$ cat config.mk
export PLATFORM = sky130hd
export DESIGN_NAME = uart_tx_fifo
export DESIGN_NICKNAME = d
export VERILOG_FILES = /design/src/rtl/uart_pkg.sv /design/src/rtl/sync_fifo.sv /design/src/rtl/uart_tx_fifo.sv
export SDC_FILE = /design/constraint.sdc
export NUM_CORES = 1
export LEC_CHECK = 0
export CAP_MARGIN = 10
export CORE_MARGIN = 3
export CORE_UTILIZATION = 55
export DETAILED_ROUTE_END_ITERATION = 12
export MAX_ROUTING_LAYER = met4
export PLACE_DENSITY = 0.82
export SETUP_SLACK_MARGIN = 0.15
export SYNTH_ARGS = -nofsm -noshare
export SYNTH_HDL_FRONTEND = slang
export SYNTH_HIERARCHICAL = 1
export SYNTH_SLANG_ARGS = --single-unit
$ cat constraint.sdc
create_clock -name clk -period 4 [get_ports clk]
set_clock_uncertainty 0.15 [all_clocks]
set_input_delay 0.6 -clock clk [delete_from_list [all_inputs] [get_ports clk]]
set_output_delay 0.6 -clock clk [all_outputs]
set_load 0.05 [all_outputs]
$ cat src/rtl/uart_pkg.sv
// Shared UART definitions: drain-state encoding and launch-condition helper
// used by the transmit-side blocks.
package uart_pkg;

  typedef enum logic [1:0] {
    IDLE       = 2'd0,
    START      = 2'd1,
    WAIT_BUSY  = 2'd2,
    WAIT_DONE_ = 2'd3
  } drain_state_e;

  // A byte may be handed to the transmitter only when one is buffered and the line is free.
  function automatic logic launch_ok(input logic has_data, input logic tx_ready);
    return has_data && tx_ready;
  endfunction

endpackage

$ cat src/rtl/sync_fifo.sv
// Synchronous single-clock FIFO: storage array, wrapping pointers and an
// occupancy counter with full/empty flags derived from it.
module sync_fifo #(
  parameter int WIDTH = 8,
  parameter int DEPTH = 16
) (
  input  logic                         clk,
  input  logic                         reset,
  input  logic                         push,
  input  logic [WIDTH-1:0]             wr_data,
  input  logic                         pop,
  output logic [WIDTH-1:0]             rd_data,
  output logic                         full,
  output logic                         empty,
  output logic [$clog2(DEPTH+1)-1:0]   count
);

  localparam int AW = $clog2(DEPTH);
  localparam int CW = $clog2(DEPTH+1);

  logic [WIDTH-1:0] mem_r [DEPTH];
  logic [AW-1:0]    wr_ptr_r;
  logic [AW-1:0]    rd_ptr_r;
  logic [CW-1:0]    count_r;
  logic             do_push_s;
  logic             do_pop_s;

  // Qualify requests against the registered flags; a full FIFO refuses pushes even while popping.
  always_comb begin
    do_push_s = push && !full;
    do_pop_s  = pop && !empty;
  end

  // Pointer and occupancy update; DEPTH is a power of two so pointers wrap by overflow.
  always_ff @(posedge clk) begin
    if (reset) begin
      wr_ptr_r <= {AW{1'b0}};
      rd_ptr_r <= {AW{1'b0}};
      count_r  <= {CW{1'b0}};
    end else begin
      if (do_push_s) begin
        wr_ptr_r <= wr_ptr_r + AW'(1);
      end
      if (do_pop_s) begin
        rd_ptr_r <= rd_ptr_r + AW'(1);
      end
      case ({do_push_s, do_pop_s})
        2'b10:   count_r <= count_r + CW'(1);
        2'b01:   count_r <= count_r - CW'(1);
        default: count_r <= count_r;
      endcase
    end
  end

  // Storage write; contents need no reset since reads are gated by the count.
  always_ff @(posedge clk) begin
    if (do_push_s) begin
      mem_r[wr_ptr_r] <= wr_data;
    end
  end

  assign full    = (count_r == CW'(DEPTH));
  assign empty   = (count_r == {CW{1'b0}});
  assign rd_data = mem_r[rd_ptr_r];
  assign count   = count_r;

endmodule

$ cat src/rtl/uart_tx_fifo.sv
// Byte buffer in front of uart_tx: accepts a valid/ready stream into a FIFO
// and launches one byte at a time through the transmitter's start/ready handshake.
module uart_tx_fifo
  import uart_pkg::*;
#(
  parameter int DATA_BITS = 8,
  parameter int DEPTH     = 16
) (
  input  logic                         clk,
  input  logic                         reset,
  input  logic [DATA_BITS-1:0]         in_data,
  input  logic                         in_valid,
  output logic                         in_ready,
  output logic                         tx_start,
  output logic [DATA_BITS-1:0]         tx_data,
  input  logic                         tx_ready,
  output logic [$clog2(DEPTH+1)-1:0]   fill_level
);

  localparam int CW = $clog2(DEPTH+1);

  drain_state_e         state_r;
  drain_state_e         state_s;
  logic                 tx_start_r;
  logic [DATA_BITS-1:0] tx_data_r;
  logic                 pop_s;
  logic                 push_s;
  logic [DATA_BITS-1:0] fifo_rd_data_s;
  logic                 fifo_full_s;
  logic                 fifo_empty_s;
  logic [CW-1:0]        fifo_count_s;

  sync_fifo #(
    .WIDTH (DATA_BITS),
    .DEPTH (DEPTH)
  ) u_fifo (
    .clk     (clk),
    .reset   (reset),
    .push    (push_s),
    .wr_data (in_data),
    .pop     (pop_s),
    .rd_data (fifo_rd_data_s),
    .full    (fifo_full_s),
    .empty   (fifo_empty_s),
    .count   (fifo_count_s)
  );

  // in_ready depends only on registered occupancy, never on tx_ready.
  always_comb begin
    push_s = in_valid && !fifo_full_s;
  end

  // Drain FSM; WAIT_DONE launches directly so back-to-back bytes start one cycle after ready returns.
  always_comb begin
    state_s = state_r;
    pop_s   = 1'b0;
    case (state_r)
      IDLE: begin
        if (launch_ok(!fifo_empty_s, tx_ready)) begin
          pop_s   = 1'b1;
          state_s = START;
        end else begin
          state_s = IDLE;
        end
      end
      START: begin
        state_s = WAIT_BUSY;
      end
      WAIT_BUSY: begin
        if (!tx_ready) begin
          state_s = WAIT_DONE_;
        end else begin
          state_s = WAIT_BUSY;
        end
      end
      WAIT_DONE_: begin
        if (launch_ok(!fifo_empty_s, tx_ready)) begin
          pop_s   = 1'b1;
          state_s = START;
        end else if (tx_ready) begin
          state_s = IDLE;
        end else begin
          state_s = WAIT_DONE_;
        end
      end
      default: begin
        state_s = IDLE;
      end
    endcase
  end

  // State, start pulse and launched-byte registers; tx_data only moves on a pop edge.
  always_ff @(posedge clk) begin
    if (reset) begin
      state_r    <= IDLE;
      tx_start_r <= 1'b0;
      tx_data_r  <= {DATA_BITS{1'b0}};
    end else begin
      state_r    <= state_s;
      tx_start_r <= (state_s == START);
      if (pop_s) begin
        tx_data_r <= fifo_rd_data_s;
      end
    end
  end

  assign in_ready   = !fifo_full_s;
  assign tx_start   = tx_start_r;
  assign tx_data    = tx_data_r;
  assign fill_level = fifo_count_s;

endmodule
# --- After elaboration in Yosys (flattened, before gate mapping) ---
# Memories as Yosys holds them, arrays and structs flattened. A register that Yosys moved wholly into a read port is not among the register bits.
# Index checks and enable logic that the tools add are counted.
word_totals:
  reg_bits: 16
  latch_bits: 0
  mem_bits_rw: 128
  romBits: 0
  in_bits: 12
  out_inout_bits: 15
  wordCells: 37
  memories: 1
mem_list:
  columns: ["name", "words", "word_bits", "rd", "rd_ports_with_merged_regs", "wr", "line_no", "rtl"]
  rows:
  - ["u_fifo.mem_r", 16, 8, 1, 1, 1, "sync_fifo.sv:21", "logic [WIDTH-1:0] mem_r [DEPTH];"]
classes:
  add_sub_neg: 4
  multipliers: 0
  div_mod_pow: 0
  n_lt_le_gt_ge: 0
  n_eq_ne: 7
  n_shift: 0
  n_mux: 10
  n_bitwise: 0
  n_reduce_logical: 10
ops:
  columns: ["op", "n"]
  rows:
  - ["5-bit case mux with 2 select lines", 1]
  - ["4-bit by 1-bit adder with 4-bit output, second input constant", 2]
  - ["2-bit case mux with 4 select lines", 1]
  - ["2-bit by 1-bit == test with 1-bit output, second input constant", 3]
  - ["2-bit == test, second input constant", 3]
  - ["1-bit 2-to-1 mux", 6]
  - ["5-bit by 1-bit adder with 5-bit output, second input constant", 1]
  - ["5-bit == test, second input constant", 1]
  - ["5-bit zero test", 1]
  - ["5-bit by 1-bit subtractor with 5-bit output, second input constant", 1]
  - ["1-bit logical AND", 4]
  - ["2-bit 2-to-1 mux", 2]
  - ["1-bit zero test", 2]
  - ["2-bit zero test", 1]
  - ["2-bit nonzero test", 1]
  - ["2-bit OR reduction", 1]

# --- Depth between registers and ports, before layout ---
depth:
  ltp_word: 8
  mapped_depth: 16
  ltp_nobuf: 12

# --- Cells and area by module ---
# The synthesis kept the hierarchy.
by_module_without_submodules:
  columns: ["module", "n_inst", "cells_per_inst", "area_per_inst_um2", "seq_area_each_um2"]
  rows:
  - ["sync_fifo", 1, 330, 5891.9, 4184.0]
  - ["uart_tx_fifo", 1, 48, 471.7, 220.2]

# --- Worst setup path before layout ---
# Ideal clock, no wire load.
synth_timing:
  path_type: "reg2reg"
  start: "register u_fifo.count_r[1] (netlist: u_fifo/count[1])"
  end: "register u_fifo.count_r[4] (netlist: u_fifo/count[4])"
  setup_time_ns: 0.129
  arrival_time_ns: 3.101
  t_required_ns: 3.721
  path_slack_ns: 0.620
  path_stages_with_launch: 16
  path_buffers: 4
  synth_period_minus_slack_ns: 3.380
  cell_sequence: "dfxtp_1 -> buf_6 -> or4_4 -> buf_6 -> nor2_1 -> nor3b_2 -> buf_6 -> o21ai_4 -> inv_1 -> ha_1 -> clkbuf_1 -> xor2_1 -> ha_1 -> o31ai_1 -> o22ai_1 -> nand4bb_1"
synth_via:
  elab_chain_cells: 8
  elab_cells_between_ends: 16
  cone_classes: "add/sub (2); eq/ne (3); mux (3); reduce/logical (8)"
synth_lines:
  columns: ["item", "line_no", "rtl"]
  rows:
  - ["start: declaration", "sync_fifo.sv:24", "logic [CW-1:0] count_r;"]
  - ["start signal: assignment", "sync_fifo.sv:39", "count_r <= {CW{1'b0}};"]
  - ["start signal: assignment", "sync_fifo.sv:48", "2'b10: count_r <= count_r + CW'(1);"]
  - ["start signal: assignment", "sync_fifo.sv:49", "2'b01: count_r <= count_r - CW'(1);"]
  - ["5-bit zero test (*)", "sync_fifo.sv:63", "assign empty = (count_r == {CW{1'b0}});"]
  - ["named net fifo_empty_s", "uart_tx_fifo.sv:30", "logic fifo_empty_s;"]
  - ["1-bit zero test (*)", "uart_tx_fifo.sv:59, uart_tx_fifo.sv:77", null]
  - ["1-bit logical AND (*)", "uart_pkg.sv:14", "return has_data && tx_ready;"]
  - ["1-bit 2-to-1 mux (*)", "uart_tx_fifo.sv:59, uart_tx_fifo.sv:77", null]
  - ["1-bit 2-to-1 mux (*)", null, null]
  - ["named net pop_s", "uart_tx_fifo.sv:26", "logic pop_s;"]
  - ["1-bit logical AND (*)", "sync_fifo.sv:31", "do_pop_s = pop && !empty;"]
  - ["named net u_fifo.do_pop_s", "sync_fifo.sv:26", "logic do_pop_s;"]
  - ["2-bit by 1-bit == test with 1-bit output or 2-bit == test (tied branches)", "sync_fifo.sv:47", "case ({do_push_s, do_pop_s})"]
  - ["5-bit case mux with 2 select lines or 2-bit nonzero test (tied branches)", null, null]
# The timed path passes the listed nets; every way through them passes the cells marked *.
# A chain may end at the register's enable or synchronous reset.

# --- Worst setup path after layout ---
layout_timing:
  start: "register u_fifo.count_r[1] (netlist: u_fifo/count[1])"
  end: "register u_fifo.count_r[4] (netlist: u_fifo/count[4])"
layout_via:
  elab_cells_between_ends: 16
  cone_classes: "add/sub (2); eq/ne (3); mux (3); reduce/logical (8)"
layout_lines:
  columns: ["item", "line_no", "rtl"]
  rows:
  - ["5-bit == test (*)", "sync_fifo.sv:62", "assign full = (count_r == CW'(DEPTH));"]
  - ["named net fifo_full_s", "uart_tx_fifo.sv:29", "logic fifo_full_s;"]
  - ["1-bit zero test (*)", "uart_tx_fifo.sv:50", "push_s = in_valid && !fifo_full_s;"]
  - ["1-bit logical AND (*)", "uart_tx_fifo.sv:50", null]
  - ["named net push_s", "uart_tx_fifo.sv:27", "logic push_s;"]
  - ["1-bit logical AND (*)", "sync_fifo.sv:30", "do_push_s = push && !full;"]
  - ["2-bit by 1-bit == test with 1-bit output or 2-bit == test (tied branches)", "sync_fifo.sv:47", null]
  - ["5-bit case mux with 2 select lines or 2-bit nonzero test (tied branches)", null, null]
# Marks and branches as above.

==> impl_results.md <==
* Status: finished, final reports clean
* Pleak at 2.47 nW
* Final setup violation count at 0
* Compound-cell area share of the yosys netlist at 5.33%
* Post-synth ARST share at 0%
* DR DRC count at 0
* Die H at 114 um
* HP Class: flip-flop to flip-flop
* H-Tree Depth at 4
* First-pass GRT wire length at 19.7 mm
* Vias at 3484
* Synth top area cells: edfxtp_1 (60%), mux4_2 (11%), dfxtp_1 (8.8%)
* # resized after CTS at 0
* Post-Synth XOR/XNOR Area at 0.963%
* Simple-gate portion of the synthesized area at 6.94%
* Final hold vios at 0
* Seq/Total Area, Yosys at 69.2%
* Antenna diodes at 0
* Data arrival, critical path at 3420 ps
* Layout cells sized above 1 at 18.8%
* Post-route cell area at 0.00731 mm2
* Max clock buf depth at 2
* WL/cell at 22.7 um
* Largest net degree at the start of global routing at 33
* Post-CTS Hold Buffers at 0
* HPWL after DPL at 7.77 mm
* Final min period at 3280 ps
* Initial antenna violation count at 0
* Worst vdd ir at 525 uV
* Num rows at 38
* Synthesized area at 0.00636 mm2
* Synth warn at 6
* Reg clk slew, reported paths at 60 ps
* Post-CTS Setup Inserts at 0
* Relative slew slack at 37.5%
* RSZ-0062 raised after global routing: false
* Setup crit end kind: flip-flop
* Nature of the critical path startpoint: flip-flop
* Detailed Routing Iterations Pass 1 at 4
* Setup TNS Final at 0 ps
* Core area at 0.0111 mm2
* Routed vias/inst at 6.21
* Power, Total at 0.00478 W
* # Max-Cap Violations at 0
* I/O pin count at 27
* Syn avg cell area at 16.8 um2
* Count leader, synth: edfxtp_1
* Antenna Nets Post-Route at 0
* DIE AREA at 0.0129 mm2
* Synth top area share at 60.4%
* Critical path peak fanout at 12
* Clk sinks at 156
* Clock Latency Late Sink at 420 ps
* Worst-Margin Slew at 930 ps
* Seq cells post-synth at 156
* Root Driver: clkbuf_16
* Final Cycle Share at 82.0%
* Gp weighted congestion at 0.839
* Hold WS at 351 ps
* Vias in the first global route at 3538
* Main combinational cell family by area after synthesis: multiplexers
* Area grow syn2layout at 14.8%
* Number of synthesized flops with an enable pin at 128
* CP Data Required Time at 4140 ps
* Final wirelength at 12.8 mm
* Post-Syn Instances at 378
* Reg2Reg Setup Slack at 720 ps
* Post-synthesis adder-cell area fraction at 2.16%
* Die Span X at 114 um
* Cell taking the most area after synthesis: edfxtp_1
* Initial Util at 57.4%
* Overall Global Routing Usage at 21.6%
* Number of distinct library cells after synthesis at 53
* Initial drt markers at 316
* Nets@finish at 432
* Synth Net Count at 401
* Most instantiated cells after synthesis: edfxtp_1 (128), nor2_1 (40), mux4_2 (32)
* Fmax achieved at 305 MHz
* Primary FF master, synth: edfxtp_1
* Final Core Density at 65.9%
* TritonCTS clock tree: done
* Placed Area at 0.00675 mm2
* I/O Buffers at 26
* Grt ovf at 0
* Max Slew Vio Count at 0
* Num CTS Buffers at 17
* Post-synthesis mux area share at 13.1%
* CP Class: flip-flop to flip-flop
* Power Density at 654 mW/mm2
-- layer usage --
| layer | wire length (um) | track usage (%) |
|---|---|---|
| met1 | 5140 | 27.5 |
| met2 | 6410 | 32.8 |
| met3 | 818 | 5.41 |
| met4 | 395 | 10.4 |
| met5 | 0 | - |
-- worst paths after layout --
check,start,to,cells past startpoint
max,u_fifo/count[1],u_fifo/count[4],12
max reg2reg,u_fifo/count[1],u_fifo/count[4],12
min reg2reg,tx_data[0],tx_data[0],2
min,tx_data[0],tx_data[0],2
-- worst max-delay path, cell delays in order, from the launching register on --
cell,delay [ps]
dfxtp_1,410
or4_4,640
nor2_1,150
nor2b_1,130
o21a_4,170
inv_1,60
ha_1,370
xor2_1,200
ha_1,240
nand2_1,70
o21ai_0,290
nor3_1,80
nand4bb_1,180
-- cells by family (layout without fill, tap and decap cells) --
kind of cell	count (synthesis)	after routing
DFF	156	156
AOI/OAI and AO/OA	39	39
buffers and inverters	32	75
muxes	43	43
xor gates and xnor gates	7	7
and+or+nand+nor	90	90
adders and majority gates	11	11
-- sequential cells by signal, summed over array words and instances (netlist names), named ones only --
register	count
tx_start	1
state_r	2
tx_data	8
u_fifo/rd_ptr_r	4
u_fifo/count	5
u_fifo/wr_ptr_r	4
u_fifo/mem_r	128
-- layout make-up --
type | instances | area [um2]
Tap cell | 140 | 175
Sequential cell | 156 | 4410
Multi-Input combinational cell | 190 | 1810
Clock inverter | 13 | 126
Timing Repair Buffer | 34 | 320
Fill cell | 720 | 3770
Inverter | 10 | 37.5
Clock buffer | 18 | 429
-- power breakdown --
part           leakage, nW  internal (W)  switching [W]  total [W]
Sequential            1.38       0.00190       0.000152    0.00205
Combinational        0.819      0.000537       0.000690    0.00123
Clock                0.264      0.000905       0.000594    0.00150
-- layout by cell type, fill, tap and decap left out, types with 2 or more instances in the layout --
master,netlist,routed
buf_4,0,8
clkdlybuf4s50_1,0,26
dfxtp_1,28,26
clkinv_2,0,3
xor2_1,6,6
inv_1,9,9
mux2i_1,11,11
a22oi_1,16,16
edfxtp_1,128,128
ha_1,11,11
o21a_1,2,2
nand3_1,2,2
clkinvlp_4,0,3
clkinv_1,1,4
dfxtp_2,0,2
nand2b_1,4,4
nand2_1,16,16
mux4_2,32,32
and3_1,2,2
o2111ai_1,2,2
bufinv_16,0,2
nor2_1,40,40
nor2b_1,6,6
nor3_1,8,8
nand3b_1,2,2
clkbuf_16,0,17
-- per-stage QoR --
step	cells	setup slack, ps
final	561	721
after global routing	561	493
after CTS	561	768
after detailed placement	530	652
after global placement	530	731
after floorplan	378	620
Note: power is estimated with default switching activity, not from simulation.
